**config.mk**
```make
export PLATFORM = sky130hd
export DESIGN_NAME = tc_timer_core
export DESIGN_NICKNAME = d
export VERILOG_FILES = /design/src/rtl/tc_pkg.sv /design/src/rtl/tc_prescaler.sv /design/src/rtl/tc_timer_core.sv
export SDC_FILE = /design/constraint.sdc
export NUM_CORES = 1
export LEC_CHECK = 0
export ABC_AREA = 1
export BUFFER_PORTS_ARGS = -buffer_cell sky130_fd_sc_hd__buf_2
export CORE_MARGIN = 2
export CORE_UTILIZATION = 46
export CTS_BUF_LIST = sky130_fd_sc_hd__clkbuf_4 sky130_fd_sc_hd__clkbuf_8
export DETAILED_ROUTE_END_ITERATION = 16
export PLACE_DENSITY = 0.73
export SYNTH_ARGS = -nofsm -noshare
export SYNTH_HDL_FRONTEND = slang
export SYNTH_SLANG_ARGS = --single-unit
```
**constraint.sdc**
```tcl
create_clock -name sysclk -period 2 [get_ports sysclk]
set_input_delay 0.1 -clock sysclk [delete_from_list [all_inputs] [get_ports sysclk]]
set_output_delay 0.1 -clock sysclk [all_outputs]
set_load 0.05 [all_outputs]
```
**src/rtl/tc_pkg.sv**
```systemverilog
// rtl/tc_pkg.sv - shared types, LED constants and width helpers for the timer core
package tc_pkg;

    typedef enum logic [1:0] {
        IDLE  = 2'd0,
        RUN   = 2'd1,
        PAUSE = 2'd2,
        DONE  = 2'd3
    } tc_state_t;

    localparam logic [7:0] LED_IDLE  = 8'h00;
    localparam logic [7:0] LED_PAUSE = 8'h81;
    localparam logic [7:0] LED_DONE  = 8'hFF;

    // Bits needed to hold 0..max_count.
    function automatic int cnt_width(input int max_count);
        return (max_count < 2) ? 1 : $clog2(max_count + 1);
    endfunction

    // Bits needed to hold 0..div-1.
    function automatic int psc_width(input int div);
        return (div < 3) ? 1 : $clog2(div);
    endfunction

endpackage

```
**src/rtl/tc_prescaler.sv**
```systemverilog
// rtl/tc_prescaler.sv - divide-by-DIV prescaler with hold and clear
// ports: sysclk/i_rst clock and async reset; i_en advance one step; i_clr zero (wins over i_en);
//        o_wrap high in the cycle whose edge takes the count from DIV-1 back to 0
module tc_prescaler
    import tc_pkg::*;
#(
    parameter int DIV = 10
) (
    input  logic sysclk,
    input  logic i_rst,
    input  logic i_en,
    input  logic i_clr,
    output logic o_wrap
);

    localparam int              PSC_W = psc_width(DIV);
    localparam logic [PSC_W-1:0] LAST = PSC_W'(DIV - 1);

    logic [PSC_W-1:0] cnt;

    // With i_en low the count simply holds, so a held DIV-1 resumes straight into a wrap.
    assign o_wrap = i_en && !i_clr && (cnt == LAST);

    always_ff @(posedge sysclk or posedge i_rst) begin
        if (i_rst) begin
            cnt <= '0;
        end else if (i_clr) begin
            cnt <= '0;
        end else if (i_en) begin
            cnt <= (cnt == LAST) ? '0 : cnt + PSC_W'(1);
        end
    end

endmodule

```
**src/rtl/tc_timer_core.sv**
```systemverilog
// rtl/tc_timer_core.sv - stopwatch / countdown timer with run, pause, clear and load
// ports: sysclk/i_rst clock and async reset; i_start/i_stop/i_clear command pulses;
//        i_mode 0 up 1 down; i_load/i_load_val preset; o_timeData count; o_tcLED status;
//        o_running in RUN; o_tick count updated; o_done entry to DONE
module tc_timer_core
    import tc_pkg::*;
#(
    parameter int  CLK_HZ    = 100_000_000,
    parameter int  TICK_HZ   = 10,
    parameter int  MAX_COUNT = 9999,
    parameter int  WRAP_UP   = 1,
    localparam int CNT_W     = cnt_width(MAX_COUNT)
) (
    input  logic             sysclk,
    input  logic             i_rst,
    input  logic             i_start,
    input  logic             i_stop,
    input  logic             i_clear,
    input  logic             i_mode,
    input  logic             i_load,
    input  logic [CNT_W-1:0] i_load_val,
    output logic [CNT_W-1:0] o_timeData,
    output logic [7:0]       o_tcLED,
    output logic             o_running,
    output logic             o_tick,
    output logic             o_done
);

    localparam int               DIV   = CLK_HZ / TICK_HZ;
    localparam logic [CNT_W-1:0] MAX_C = CNT_W'(MAX_COUNT);

    tc_state_t        state;
    tc_state_t        nxt_state;
    logic             mode_q;
    logic             nxt_mode;
    logic [CNT_W-1:0] nxt_count;
    logic             nxt_tick;
    logic             nxt_done;
    logic [7:0]       nxt_led;
    logic [2:0]       led_sel;
    logic             psc_en;
    logic             psc_clr;
    logic             psc_wrap;

    function automatic logic [CNT_W-1:0] clamp(input logic [CNT_W-1:0] v);
        return (v > MAX_C) ? MAX_C : v;
    endfunction

    // The resume edge itself counts while the stop edge does not, so a pause never
    // gains or loses a prescaler step; a stop on the wrap edge leaves it parked at DIV-1.
    assign psc_en  = !i_clear && !i_stop &&
                     ((state == RUN) || ((state == PAUSE) && i_start));
    assign psc_clr = i_clear || (state == IDLE) || (state == DONE);

    tc_prescaler #(
        .DIV (DIV)
    ) u_prescaler (
        .sysclk (sysclk),
        .i_rst  (i_rst),
        .i_en   (psc_en),
        .i_clr  (psc_clr),
        .o_wrap (psc_wrap)
    );

    always_comb begin
        nxt_state = state;
        nxt_mode  = mode_q;
        nxt_count = o_timeData;
        nxt_tick  = 1'b0;
        nxt_done  = 1'b0;
        nxt_led   = LED_IDLE;
        led_sel   = 3'd0;

        case (state)
            IDLE: begin
                if (i_clear) begin
                    nxt_count = '0;
                end else if (!i_stop) begin
                    if (i_start) begin
                        // A countdown from zero has nothing to do.
                        if (!(i_mode && (o_timeData == '0))) begin
                            nxt_state = RUN;
                            nxt_mode  = i_mode;
                        end
                    end else if (i_load) begin
                        nxt_count = clamp(i_load_val);
                    end
                end
            end
            RUN: begin
                if (i_clear) begin
                    nxt_state = IDLE;
                    nxt_count = '0;
                end else if (i_stop) begin
                    nxt_state = PAUSE;
                end
            end
            PAUSE: begin
                if (i_clear) begin
                    nxt_state = IDLE;
                    nxt_count = '0;
                end else if (!i_stop) begin
                    if (i_start) begin
                        nxt_state = RUN;
                    end else if (i_load) begin
                        nxt_count = clamp(i_load_val);
                    end
                end
            end
            DONE: begin
                if (i_clear) begin
                    nxt_state = IDLE;
                    nxt_count = '0;
                end
            end
            default: nxt_state = IDLE;
        endcase

        // psc_wrap implies no clear/stop this cycle and a RUN next, so it may override.
        if (psc_wrap) begin
            if (!mode_q) begin
                if (o_timeData == MAX_C) begin
                    if (WRAP_UP != 0) begin
                        nxt_count = '0;
                        nxt_tick  = 1'b1;
                    end else begin
                        nxt_state = DONE;
                        nxt_done  = 1'b1;
                    end
                end else begin
                    nxt_count = o_timeData + CNT_W'(1);
                    nxt_tick  = 1'b1;
                end
            end else begin
                if (o_timeData == '0) begin
                    // Only reachable after a zero load in PAUSE; finish without an update.
                    nxt_state = DONE;
                    nxt_done  = 1'b1;
                end else begin
                    nxt_count = o_timeData - CNT_W'(1);
                    nxt_tick  = 1'b1;
                    if (o_timeData == CNT_W'(1)) begin
                        nxt_state = DONE;
                        nxt_done  = 1'b1;
                    end
                end
            end
        end

        led_sel = 3'(nxt_count);
        case (nxt_state)
            RUN:     nxt_led = 8'h01 << led_sel;
            PAUSE:   nxt_led = LED_PAUSE;
            DONE:    nxt_led = LED_DONE;
            default: nxt_led = LED_IDLE;
        endcase
    end

    always_ff @(posedge sysclk or posedge i_rst) begin
        if (i_rst) begin
            state      <= IDLE;
            mode_q     <= 1'b0;
            o_timeData <= '0;
            o_tcLED    <= 8'h00;
            o_running  <= 1'b0;
            o_tick     <= 1'b0;
            o_done     <= 1'b0;
        end else begin
            state      <= nxt_state;
            mode_q     <= nxt_mode;
            o_timeData <= nxt_count;
            o_tcLED    <= nxt_led;
            o_running  <= (nxt_state == RUN);
            o_tick     <= nxt_tick;
            o_done     <= nxt_done;
        end
    end

endmodule

```
==> flow_summary.json <==
{
  "ant_nets": 0,
  "grt_max_degree": 30,
  "synth.most_common_cell": "nand2_1",
  "start_util_pct": 48.03,
  "core-area_um2": 7807,
  "max_stage_delay_ns": 0.41,
  "critPathArrivalTime_ns": 2.10,
  "hold_viol": 0,
  "cpMaxStageDelayCell": "dfrtp_1",
  "synth_top_area_share_pct": 34.70,
  "min-delay-start": "i_load_val[3]",
  "avgSynthCellArea_um2": 7.239,
  "die_x_um": 94.29,
  "regToRegSetupSlack_ns": 0.13,
  "p_seq_share_pct": 46.7,
  "end_kind": "register",
  "synth_area_leaders": "dfrtp_1 (35%), nand2_1 (12%), inv_1 (6.0%)",
  "antenna_found_initial": 0,
  "drive_above_1_share_pct": 25.47,
  "layout_min_cycle_time_ns": 1.873,
  "hold_depth": 3,
  "r2r-start": "u_prescaler.cnt[0]",
  "grt_use_total_pct": 23.38,
  "diodes": 0,
  "cpLargestDelayFamily": "simple AND/OR/NAND/NOR gates",
  "synth_enable_flop_cells": 0,
  "dominantRegCellSynth": "dfrtp_1",
  "grt_setup_unrepaired": "false",
  "finalWeightedCongestion": 0.9633,
  "path_cells": "ha_1, nand2_2, nor2_4, nand2_4, nor2_4, nand2_4, nor2_8, nand3_2, nand2_2, inv_2, nand3_1, nand2_1",
  "clk_latency_ns": 0.32,
  "ctsLongestPathBuffers": 2,
  "layout_worst_path_cycle_share_pct": 93.67,
  "yosys-top-cells-count": "nand2_1 (115), inv_1 (60), dfrtp_1 (52)",
  "cts_max_level": 2,
  "cts-root-buf": "clkbuf_8",
  "switching_share_pct": 36.90,
  "drv_slew": 0,
  "final_cell_area_um2": 4317,
  "drtIter0Drc": 264,
  "synth_area_um2": 3750,
  "avgViaCountPerCell": 5.422,
  "r2r-end": "o_tcLED[0]",
  "grt_pass1_vias": 3614,
  "die_h_um": 94.29,
  "ys_ff_latch": 52,
  "rows": 32,
  "ir_drop_uv": 331.5,
  "syn_to_final_growth_pct": 15.12,
  "synth_top_cell_by_area": "dfrtp_1",
  "grt_overflow": 0,
  "grt_pass1_wl_mm": 16.55,
  "cts_buffers": 5,
  "hold-worst-slack_ns": 0.09060,
  "clk_pin_slew_worst_paths_ns": 0.11,
  "post-route-drc-count": 0,
  "crit_type": "reg -> reg",
  "pwr-share-clk_pct": 28.2,
  "yosys_warnings": 0,
  "place_hpwl_mm": 7.565,
  "tightestPinTransition_ns": 0.5563,
  "p_leak_nw": 2.133,
  "hold_path_class": "in -> reg",
  "hold-path-endpoint": "o_timeData[3]",
  "firstDrtPassIters": 6,
  "power_switching_mw": 0.8938,
  "portBuffers": 45,
  "vias": 3703,
  "seq_area_frac_synth_pct": 34.70,
  "fillers": 755,
  "max_cap_violations": 0,
  "syn_nets": 544,
  "timing.fmax_ghz": 0.5338,
  "synthDistinctLibCells": 43,
  "maxSlewHeadroom_pct": 62.86,
  "worst-path-buf-inv": 1,
  "combPwrFrac_pct": 25.2,
  "setup.worst_path.start": "u_prescaler.cnt[0]",
  "fin_skew_ns": 0.008694,
  "worstSetupStartpointType": "register",
  "dpl_cell_area_um2": 4161,
  "timing.setup.tns_ns": 0,
  "syn_inst": 518,
  "p_int_mw": 1.529,
  "wl_mm": 9.883,
  "critPathRequiredTime_ns": 2.22,
  "worst-path-max-fanout": 6,
  "setup_viol": 0,
  "async_reset_ff_share_pct": 100.0,
  "finalNetCount": 606,
  "status": "finished, final reports clean",
  "wl_per_cell_um": 14.47,
  "worst-r2r-cell-count": 12,
  "io_pins": 46,
  "pwr_density_cell_nw_per_um2": 561.2,
  "die-area_um2": 8890,
  "cts_tree": "yes",
  "cts.sinks": 52
}
[metal layers]
layer	GRT usage, %	share of wire (%)	vias up
met4	9.300	2.5	0
met1	29.91	43	1705
li1	-	-	1827
met5	0	0	-
met3	3.451	6.0	24
met2	39.58	48	147
[sequential cells by signal (all words and copies together), names as in the netlist]
register         flops
mode_q               1
o_timeData          14
o_done               1
o_running            1
o_tick               1
u_prescaler.cnt     24
state                2
o_tcLED              8
[layout by cell type (no fill, tap or decap), types with 2 or more instances in the layout]
master / synthesis / routed
nand2_4: 3 / 3
ha_1: 5 / 5
xor2_1: 12 / 12
nand3b_1: 2 / 2
o31ai_1: 2 / 2
nor3_2: 3 / 3
a21oi_1: 16 / 16
buf_2: 3 / 45
nand2_1: 115 / 115
nor3_1: 10 / 10
buf_4: 1 / 14
inv_2: 17 / 19
nor2_2: 11 / 12
o21ai_0: 44 / 44
o21ai_1: 4 / 4
o22ai_1: 14 / 14
nand2_2: 12 / 12
nor4_1: 2 / 2
o211ai_1: 2 / 2
clkbuf_8: 0 / 5
nand4_1: 9 / 9
nor2_4: 10 / 10
inv_6: 0 / 2
nand3_2: 4 / 5
a31oi_1: 5 / 5
nand3_1: 40 / 39
nand3_4: 3 / 3
nor2_1: 41 / 40
inv_1: 60 / 58
dfrtp_2: 0 / 3
dfrtp_1: 52 / 49
[how the worst max path moves through the flow]
stage / end / slack, ns / cells after the start
finish: o_tcLED[0] / 0.13 / 12
global route: o_tcLED[4] / 0.0006 / 13
CTS: o_tcLED[6] / 0.11 / 13
detailed placement: o_tcLED[4] / 0.13 / 13
global placement: o_tcLED[0] / 0.17 / 12
floorplan: o_tcLED[3] / 0.02 / 12
[layout make-up]
class,instances,area (um^2),share of cell area [%]
clock buffer,5,68.82,1.594
clock inverter,3,28.78,0.6667
inverter,78,294.0,6.812
multi-input combinational,382,2132,49.39
sequential,52,1305,30.23
tap,102,127.6,2.957
timing repair buffer,61,360.3,8.348
[worst min-delay path: cells and delay by family]
kind	cells	cell delay (ns)
buffers and inverters	1	0.07
AO/OA/AOI/OAI	2	0.20
[through the flow]
step | std cells | utilization, % | power, mW | setup slack, ns
floorplan | 518 | - | 1.574 | 0.02146
global placement | 670 | 53.30 | 1.729 | 0.1669
detailed placement | 670 | 53.30 | 1.741 | 0.1303
CTS | 679 | 54.68 | 2.421 | 0.1057
global route | 683 | 55.29 | 2.544 | 0.0006197
finish | 683 | 55.29 | 2.422 | 0.1266
[logic make-up after synthesis]
group                    Yosys count  synth area share (%)
adder cells (fa/ha/maj)            5                 1.668
flip-flops                        52                 34.70
AND/OR/NAND/NOR                  268                 36.77
buffers and inverters             84                 8.842
XOR/XNOR                          12                 2.803
AO/OA/AOI/OAI                     97                 15.22
[power groups by stage]
stage	clock network, mW	registers, mW	logic (mW)
5_1_grt	0.734	1.13	0.676
3_3_place_gp	0	1.15	0.582
3_5_place_dp	0	1.15	0.594
4_1_cts	0.697	1.13	0.596
2_1_floorplan	0	1.20	0.372
6_report	0.682	1.13	0.610
[what timing repair did]
action	CTS	global route
hold endpoints to repair	23	0
buffers inserted	0	4
hold buffers	1	0
endpoints found under the setup margin	0	10
gates resized for setup	0	6
Note: power is estimated with default switching activity, not from simulation.
